--- src/rtl/alu_cmd_sequencer.sv ---
// Issue stage for the combinational mux ALU: buffers commands in a FIFO, issues
// one at a time, and returns the captured ALU result on a valid/ready port.
module alu_cmd_sequencer #(
  parameter int unsigned DEPTH  = 4,
  parameter int unsigned DATA_W = 32,
  parameter int unsigned SEL_W  = 4
) (
  input  logic                     clk,
  input  logic                     rstn,
  input  logic                     cmd_valid,
  output logic                     cmd_ready,
  input  logic [DATA_W-1:0]        cmd_a,
  input  logic [DATA_W-1:0]        cmd_b,
  input  logic [SEL_W-1:0]         cmd_sel,
  output logic [DATA_W-1:0]        alu_a,
  output logic [DATA_W-1:0]        alu_b,
  output logic [DATA_W-1:0]        alu_c,
  output logic [DATA_W-1:0]        alu_d,
  output logic [SEL_W-1:0]         alu_sel,
  output logic                     alu_enb,
  input  logic [DATA_W:0]          alu_out,
  output logic                     rsp_valid,
  input  logic                     rsp_ready,
  output logic [DATA_W:0]          rsp_data,
  output logic [SEL_W-1:0]         rsp_sel,
  output logic                     rsp_err,
  output logic [$clog2(DEPTH):0]   fifo_count
);

  localparam int unsigned PTR_W   = $clog2(DEPTH);
  localparam int unsigned CNT_W   = PTR_W + 1;
  localparam int unsigned MAX_SEL = 6;

  typedef struct packed {
    logic [SEL_W-1:0]  sel;
    logic [DATA_W-1:0] b;
    logic [DATA_W-1:0] a;
  } cmd_t;

  typedef enum logic [1:0] {IDLE, DRIVE, HOLD} state_t;

  state_t            state, state_n;
  cmd_t              mem [DEPTH];
  logic [PTR_W-1:0]  wr_ptr, rd_ptr;
  logic              push, pop, capture, enb_n, rsp_valid_n;

  assign cmd_ready = (fifo_count != CNT_W'(DEPTH));
  assign push      = cmd_valid && cmd_ready;
  assign alu_c     = '0;
  assign alu_d     = '0;

  // Sequencing: pop only when entries exist; DRIVE lasts exactly one cycle.
  always_comb begin
    state_n     = state;
    pop         = 1'b0;
    capture     = 1'b0;
    enb_n       = 1'b0;
    rsp_valid_n = rsp_valid;
    case (state)
      IDLE: begin
        if (fifo_count != '0) begin
          pop     = 1'b1;
          enb_n   = 1'b1;
          state_n = DRIVE;
        end
      end
      DRIVE: begin
        capture     = 1'b1;
        rsp_valid_n = 1'b1;
        state_n     = HOLD;
      end
      HOLD: begin
        if (rsp_ready) begin
          rsp_valid_n = 1'b0;
          if (fifo_count != '0) begin
            pop     = 1'b1;
            enb_n   = 1'b1;
            state_n = DRIVE;
          end else begin
            state_n = IDLE;
          end
        end
      end
      default: state_n = IDLE;
    endcase
  end

  always_ff @(posedge clk or negedge rstn) begin
    if (!rstn) begin
      state      <= IDLE;
      wr_ptr     <= '0;
      rd_ptr     <= '0;
      fifo_count <= '0;
      alu_a      <= '0;
      alu_b      <= '0;
      alu_sel    <= '0;
      alu_enb    <= 1'b0;
      rsp_valid  <= 1'b0;
      rsp_data   <= '0;
      rsp_sel    <= '0;
      rsp_err    <= 1'b0;
    end else begin
      state     <= state_n;
      alu_enb   <= enb_n;
      rsp_valid <= rsp_valid_n;
      if (push) wr_ptr <= wr_ptr + PTR_W'(1);
      if (pop) begin
        rd_ptr  <= rd_ptr + PTR_W'(1);
        alu_a   <= mem[rd_ptr].a;
        alu_b   <= mem[rd_ptr].b;
        alu_sel <= mem[rd_ptr].sel;
      end
      if (push && !pop)      fifo_count <= fifo_count + CNT_W'(1);
      else if (pop && !push) fifo_count <= fifo_count - CNT_W'(1);
      if (capture) begin
        rsp_data <= alu_out;
        rsp_sel  <= alu_sel;
        rsp_err  <= (alu_sel > SEL_W'(MAX_SEL));
      end
    end
  end

  // Storage needs no reset: entries are only read after being written.
  always_ff @(posedge clk) begin
    if (push) mem[wr_ptr] <= '{sel: cmd_sel, b: cmd_b, a: cmd_a};
  end

endmodule

--- config.mk ---
export PLATFORM = sky130hd
export DESIGN_NAME = alu_cmd_sequencer
export DESIGN_NICKNAME = d
export VERILOG_FILES = /design/src/rtl/alu_cmd_sequencer.sv
export SDC_FILE = /design/constraint.sdc
export NUM_CORES = 1
export LEC_CHECK = 0
export ABC_CLOCK_PERIOD_IN_PS = 6800
export BUFFER_PORTS_ARGS = -buffer_cell sky130_fd_sc_hd__buf_4
export CORE_AREA = 5 5 230 232
export CTS_BUF_LIST = sky130_fd_sc_hd__clkbuf_16
export DETAILED_ROUTE_END_ITERATION = 10
export DIE_AREA = 0 0 235 237
export GPL_ROUTABILITY_DRIVEN = 0
export HOLD_SLACK_MARGIN = 0.03
export PLACE_DENSITY_LB_ADDON = 0.25
export SLEW_MARGIN = 40
export SYNTH_ARGS = -nofsm -noshare
export SYNTH_HDL_FRONTEND = slang
export SYNTH_SLANG_ARGS = --single-unit
--- constraint.sdc ---
create_clock -name clk -period 6.8 [get_ports clk]
set_clock_uncertainty 0.15 [all_clocks]
set_input_delay 0.34 -clock clk [delete_from_list [all_inputs] [get_ports clk]]
set_output_delay 0.34 -clock clk [all_outputs]
set_load 0.02 [all_outputs]
==> flow_summary.yaml, run 1 <==
clock_network:
  post_cts_buffers: 0
  worst_skew_pair.late_latency_ns: 0.56
  clock_tree.buffer_depth: 3
  clock_sinks: 389
  numCtsBuffers: 44
  clock_tree.htree_level_count: 2
  clock_tree.root_cell: "clkbuf_16"
  cts_repair_resized_insts: 0
  tritoncts_clock_tree: "done"
  clk_pin_slew_worst_paths_ns: 0.06
power:
  leakage_uw: 0.007503
  p_per_area_mw_per_mm2: 454.8
  vdd.ir_drop.worst_uv: 273.7
  power.total_uw: 8895
cells_and_area:
  multi_input_area_mm2: 0.003412
  post_route_cells_drive_above_1_share: 0.3989
  fin_area_mm2: 0.01956
  nNetsFinal: 1154
  area_delta_synth_final_pct: 30.58
  final_common_cell: "edfxtp_1"
  area.sequential_mm2: 0.01110
  layout.cells.most_common_list: "272 x edfxtp_1, 222 x buf_4, 115 x dfrtp_1, 106 x mux2_2, 103 x dlygate4sd3_1"
  n_fill_cell: 4680
  antenna_cells: 0
worst_setup_path:
  r2r_slack_ns: 3.83
  crit_path_max_fo: 35
  critPathCaptureType: "flop"
  timing.critical_path.from_type: "flop"
  required_ns: 6.84
  worst_ep_arrival_time_ns: 3.01
  timing.setup.critical_path_class: "reg -> reg"
synth:
  post_synth.cell_area_avg_um2: 21.55
  yosys.cell_types.count: 29
  yosysSeqAreaShare: 0.7408
  synthMuxAreaShare: 0.1927
  postSynthCellCount: 695
  yosys_warnings: 0
  synth_xor_xnor_area_share: 0.003508
  synth_adder_area_share: 0.005513
  largest_family_of_logic_cells_by_synthesized_area: "multiplexers"
  mappedNetlistArea_mm2: 0.01498
  postSynthRegisterBits: 389
  share_of_the_synthesized_area_in_compound_gates_ao_oa_aoi_oai: 0.002423
  synthSimpleGateAreaFrac: 0.006432
global_routing:
  gr-max-usage-layer: "met2"
  grt_pass1_vias: 7923
  global_route.usage.met1: 0.1389
  global_route.usage.total: 0.1129
  pin_count_of_the_biggest_net_entering_global_routing: 63
  grt.overflow.total: 0
  groute.layer.met2.usage: 0.1920
  wire_length_of_the_first_global_routing_pass_mm: 48.76
  antenna_found_initial: 1
  grt_use_met3: 0.03622
hold_path:
  worstHoldPathType: "in -> reg"
job:
  drv.max_cap_violation_count: 0
floorplan:
  die-height_um: 237
  core_region_area_mm2: 0.05078
  pin_count: 281
  die_width_um: 235
  die-area_mm2: 0.05570
  floorplan.initialDensity: 0.2949
  row_count: 83
sta:
  finalWorstPathRequiredPeriod_ns: 2.969
  fin_tns_setup_ns: 0
  worst_slew_pin_slew_ns: 0.6918
  final_worst_path_setup_slack_ns: 3.831
  period_utilization_post_route: 0.4366
  rsz_0062_raised_after_global_routing: "no"
  maxSlewHeadroom: 0.5378
  report.final.setup_viol: 0
  number_of_slew_limit_violations_in_the_final_report: 0
  achievable_clock_frequency_ghz: 0.3368
  finalHoldViolCount: 0
routing:
  vias: 7359
  detail_route.first_pass.iterations: 4
  ant_nets: 0
  viasPerCell: 4.186
  route.final.wire_length_mm: 31.94
  wl_per_cell_um: 18.17
  detail_route.drc_violations: 0
  drtIter0Drc: 237
status:
  status: "finished, final reports clean"
place:
  total_placed_instance_area_mm2: 0.01713
  pre_cts_ws_ns: 3.716
  io_buffers: 216
  dpl.hpwl_mm: 18.77
Yosys cell counts:
master	instances	area [um2]
xnor2_1	2	17.52
mux2_4	1	15.01
nor3_1	1	5.000
o21ai_0	1	5.000
nor3_4	1	16.27
conb_1	1	3.750
clkbuf_1	6	22.52
xor2_1	4	35.03
nand2_1	1	3.750
a21o_1	1	7.510
fa_1	1	20.02
mux4_2	29	653.1
dfrtp_1	117	2928
mux2_2	106	1194
mux4_1	39	1025
buf_6	15	168.9
nor4b_1	1	8.760
a21boi_1	1	7.510
nor2_1	4	15.01
a21oi_1	2	10.01
a31oi_1	1	6.260
buf_4	64	480.5
inv_1	6	22.52
and2_1	4	25.02
buf_2	6	30.03
edfxtp_1	272	8168
nor3_2	1	10.01
ha_1	5	62.56
nor2b_1	2	12.51
final timing paths:
path / startpoint / endpoint / depth (start not counted)
min: cmd_valid / wr_ptr[0] / 3
max in group asynchronous: rstn / rd_ptr[0] / 3
min in group asynchronous: rstn / alu_b[0] / 2
max reg2reg: fifo_count[0] / mem[3][61] / 4
max: fifo_count[0] / mem[3][61] / 4
min reg2reg: rsp_data[18] / rsp_data[18] / 1
layer usage:
metal / vias to the layer above / part of all wire
li1: 3333 / -
met1: 3740 / 0.41
met2: 229 / 0.50
met3: 55 / 0.066
met4: 2 / 0.023
met5: - / 0.00041
cell families (layout without fill, tap and decap cells):
group / count (synthesis) / count (layout)
AND/OR/NAND/NOR: 15 / 15
XOR/XNOR: 6 / 6
flip-flops: 389 / 389
adder cells (fa/ha/maj): 6 / 6
AO/OA/AOI/OAI: 6 / 6
multiplexers: 175 / 175
buffers and inverters: 97 / 417
other: 1 / 64
report_power, final:
part | total (uW) | internal, uW | switching, uW
Combinational | 2950 | 1500 | 1450
Clock | 2260 | 1320 | 949
Sequential | 3680 | 3290 | 387
sequential cells by signal, summed over array words and instances (netlist names):
name / flops
alu_sel: 4
wr_ptr: 2
rd_ptr: 2
rsp_err: 1
state: 2
rsp_valid: 1
rsp_sel: 4
fifo_count: 3
mem: 272
alu_b: 32
rsp_data: 33
alu_enb: 1
alu_a: 32
area by class of cell:
type / instances / share of cell area
sequential: 389 / 0.5677
clock inverter: 36 / 0.01382
clock buffer: 45 / 0.05757
inverter: 6 / 0.001151
timing repair buffer: 330 / 0.1418
multi-input combinational: 272 / 0.1744
tap: 680 / 0.04350
worst max-delay path, cell delays in order, from the launching register on:
cell and delay, ns:
dfrtp_1 0.47, nor2_1 0.09, a21boi_1 0.57, and2_4 0.63, buf_4 0.57
timing repair:
action,4_1_cts,5_1_grt
endpoints found under the hold margin,363,0
hold buffers,103,0
endpoints found under the setup margin,0,0
per-stage QoR:
step	hold WS, ns	cells	util
detailed placement	0.2489	1574	0.3373
floorplan	-0.1056	758	-
CTS	0.1269	1758	0.3851
global placement	0.2473	1572	0.3364
global route	0.1393	1758	0.3851
finish	0.1542	1758	0.3851
(Power assumes the default switching activity.)
==> inputs of run 2 (changes only) <==
--- a/config.mk
+++ b/config.mk
@@ -5,12 +5,13 @@
 export SDC_FILE = /design/constraint.sdc
 export NUM_CORES = 1
 export LEC_CHECK = 0
-export ABC_CLOCK_PERIOD_IN_PS = 6800
+export ABC_AREA = 1
+export ABC_CLOCK_PERIOD_IN_PS = 2600
 export BUFFER_PORTS_ARGS = -buffer_cell sky130_fd_sc_hd__buf_4
-export CORE_AREA = 5 5 230 232
+export CORE_AREA = 5 5 241 243
 export CTS_BUF_LIST = sky130_fd_sc_hd__clkbuf_16
 export DETAILED_ROUTE_END_ITERATION = 10
-export DIE_AREA = 0 0 235 237
+export DIE_AREA = 0 0 246 248
 export GPL_ROUTABILITY_DRIVEN = 0
 export HOLD_SLACK_MARGIN = 0.03
 export PLACE_DENSITY_LB_ADDON = 0.25
==> constraint.sdc (replaced) <==
create_clock -name clk -period 2.6 [get_ports clk]
set_clock_uncertainty 0.15 [all_clocks]
set_input_delay 0.13 -clock clk [delete_from_list [all_inputs] [get_ports clk]]
set_output_delay 0.13 -clock clk [all_outputs]
set_load 0.02 [all_outputs]
==> flow_summary.yaml, run 2 <==
clock_network:
  clock_tree.htree_level_count: 2
  cts_repair_resized_insts: 0
  tritoncts_clock_tree: "done"
  post_cts_hold_buffer_count: 106
  numCtsBuffers: 45
  clk_pin_slew_worst_paths_ns: 0.06
  clock_sinks: 389
  clock_tree.root_cell: "clkbuf_16"
  worst_skew_pair.late_latency_ns: 0.56
  post_cts_buffers: 0
  clock_tree.buffer_depth: 3
cells_and_area:
  nNetsFinal: 2079
  largest_register_ffs: 272
  largest_register: "mem"
  area_delta_synth_final_pct: 28.84
  layout.cells.most_common_list: "670 x nand2_1, 296 x inv_1, 272 x edfxtp_1, 223 x buf_4, 139 x nand3_1"
  largestRegisters: "mem (272), rsp_data (33)"
  post_route_cells_drive_above_1_share: 0.1588
  antenna_cells: 0
  n_fill_cell: 5443
  utilization: 0.3808
  final_common_cell: "nand2_1"
worst_setup_path:
  timing.critical_path.from_type: "primary input"
  timing.rr.start: "fifo_count[1]"
  timing.setup.critical_path_class: "in -> async"
  timing.reg2reg.worst_path_depth: 9
  critPathLaunch: "rstn"
  critPathCaptureType: "async pin"
  crit_path_max_fo: 58
  required_ns: 3.13
  worst_ep_arrival_time_ns: 2.71
place:
  dpl.hpwl_mm: 22.62
  io_buffers: 216
routing:
  viasPerCell: 4.063
  drtIter0Drc: 468
  wl_per_cell_um: 14.60
  route.final.wire_length_mm: 40.27
  ant_nets: 0
  vias: 11210
  detail_route.drc_violations: 0
  detail_route.first_pass.iterations: 4
floorplan:
  die_width_um: 246
  pin_count: 281
  core_region_area_mm2: 0.05573
  die-height_um: 248
  die-area_mm2: 0.06101
  floorplan.initialDensity: 0.2956
  row_count: 87
hold_path:
  min_delay_path_depth: 2
  min_from: "cmd_a[31]"
  worstHoldPathType: "in -> reg"
job:
  drv.max_cap_violation_count: 0
sta:
  rsz_0062_raised_after_global_routing: "no"
  achievable_clock_frequency_ghz: 0.4581
  period_utilization_post_route: 0.8395
  report.final.setup_viol: 0
  maxSlewHeadroom: 0.5207
  finalWorstPathRequiredPeriod_ns: 2.183
  worst_slew_pin_slew_ns: 0.7190
  finalHoldViolCount: 0
  fin_tns_setup_ns: 0
  number_of_slew_limit_violations_in_the_final_report: 0
synth:
  post_synth.cell_area_avg_um2: 9.997
  postSynthRegisterBits: 389
  post_synth_edffs: 272
  mappedNetlistArea_mm2: 0.01647
  asyncSetResetFlopFracSynth: 0.3008
  synth_ff_type: "edfxtp_1"
  yosys_warnings: 0
  postSynthCellCount: 1648
  yosysSeqAreaShare: 0.6735
  synth_common_cells: "671 x nand2_1, 287 x inv_1, 272 x edfxtp_1"
  synth_area_leader_cell: "edfxtp_1"
  post_synth_main_area_contributors: "edfxtp_1 50%, dfrtp_1 18%, nand2_1 15%"
  yosys.cell_types.count: 23
  synth_top_area_share: 0.4958
  yosysMostFrequentCell: "nand2_1"
global_routing:
  grt.overflow.total: 0
  wire_length_of_the_first_global_routing_pass_mm: 62.76
  global_route.usage.total: 0.1302
  grt_pass1_vias: 11180
  pin_count_of_the_biggest_net_entering_global_routing: 83
  antenna_found_initial: 2
status:
  status: "finished, final reports clean"
power:
  p_per_area_mw_per_mm2: 1161
  leakage_uw: 0.01023
  vdd.ir_drop.worst_uv: 726.1
-- run 2: cell count changes in the layout (fill, tap and decap cells not counted), moves of 4 or more --
cell / previous run / this run
inv_2: 0 / 4
buf_12: 0 / 10
mux4_2: 29 / 0
nor2_4: 0 / 5
and2_4: 4 / 0
nand3_1: 0 / 139
mux4_1: 39 / 0
mux2_2: 106 / 0
nand2_1: 1 / 670
inv_1: 23 / 296
clkinv_2: 5 / 10
-- run 2: per-layer routing --
layer  vias up  track usage  routed length [um]
li1       5589            -                   -
met1      5267       0.1697               17870
met2       290       0.2213               19150
met3        60      0.02961                2441
met4         4      0.03348                 780
met5         -            0                  29
-- run 2: area by class of cell --
type / instances / area, um2 / area share
clock buffers: 46 / 1151 / 0.05423
clock inverters: 36 / 260.3 / 0.01226
inverters: 292 / 1100 / 0.05182
multi-input cells: 899 / 3707 / 0.1747
flip-flops and latches: 389 / 11100 / 0.5231
well taps: 756 / 945.9 / 0.04456
repair buffers: 341 / 2958 / 0.1394
-- run 2: cell families (layout without fill, tap and decap cells) --
group | count (synthesis) | after routing | synth area share
XOR/XNOR | 4 | 4 | 0.002127
AO/OA/AOI/OAI | 3 | 3 | 0.001139
flip-flops | 389 | 389 | 0.6735
adder cells (fa/ha/maj) | 6 | 6 | 0.005013
other | 1 | 64 | 0.0002276
AND/OR/NAND/NOR | 822 | 822 | 0.1994
buffers and inverters | 423 | 715 | 0.1186
-- run 2: final timing paths --
kind	end	slack [ns]
min reg2reg	rsp_sel[3]	0.32
max reg2reg	fifo_count[1]	0.48
max	rsp_data[1]	0.42
max in group clk	fifo_count[1]	0.48
min in group asynchronous	rsp_data[14]	0.58
min	mem[2][31]	0.16
-- run 2: critical path, cell delays in order --
cell and delay, ns:
dlygate4sd3_1 0.53, dlygate4sd3_1 0.57, buf_6 0.52, dlygate4sd3_1 0.94
-- run 2: report_power, final --
part           switching, uW  internal [uW]
Sequential               700           8540
Clock                   2500           3510
Combinational           6270           3120
Total                   9470          15200
-- run 2: per-stage QoR --
step	setup WS (ns)	cells	instance area [um2]	power (uW)	hold WS [ns]
after floorplan	0.03209	1711	16750	15330	-0.3156
after global placement	0.5420	2571	18750	18710	0.07684
after detailed placement	0.4384	2571	18750	18880	0.08511
after CTS	0.3845	2759	21230	25210	0.1119
after global routing	0.1787	2759	21230	26570	0.1382
final	0.4172	2759	21230	24640	0.1634
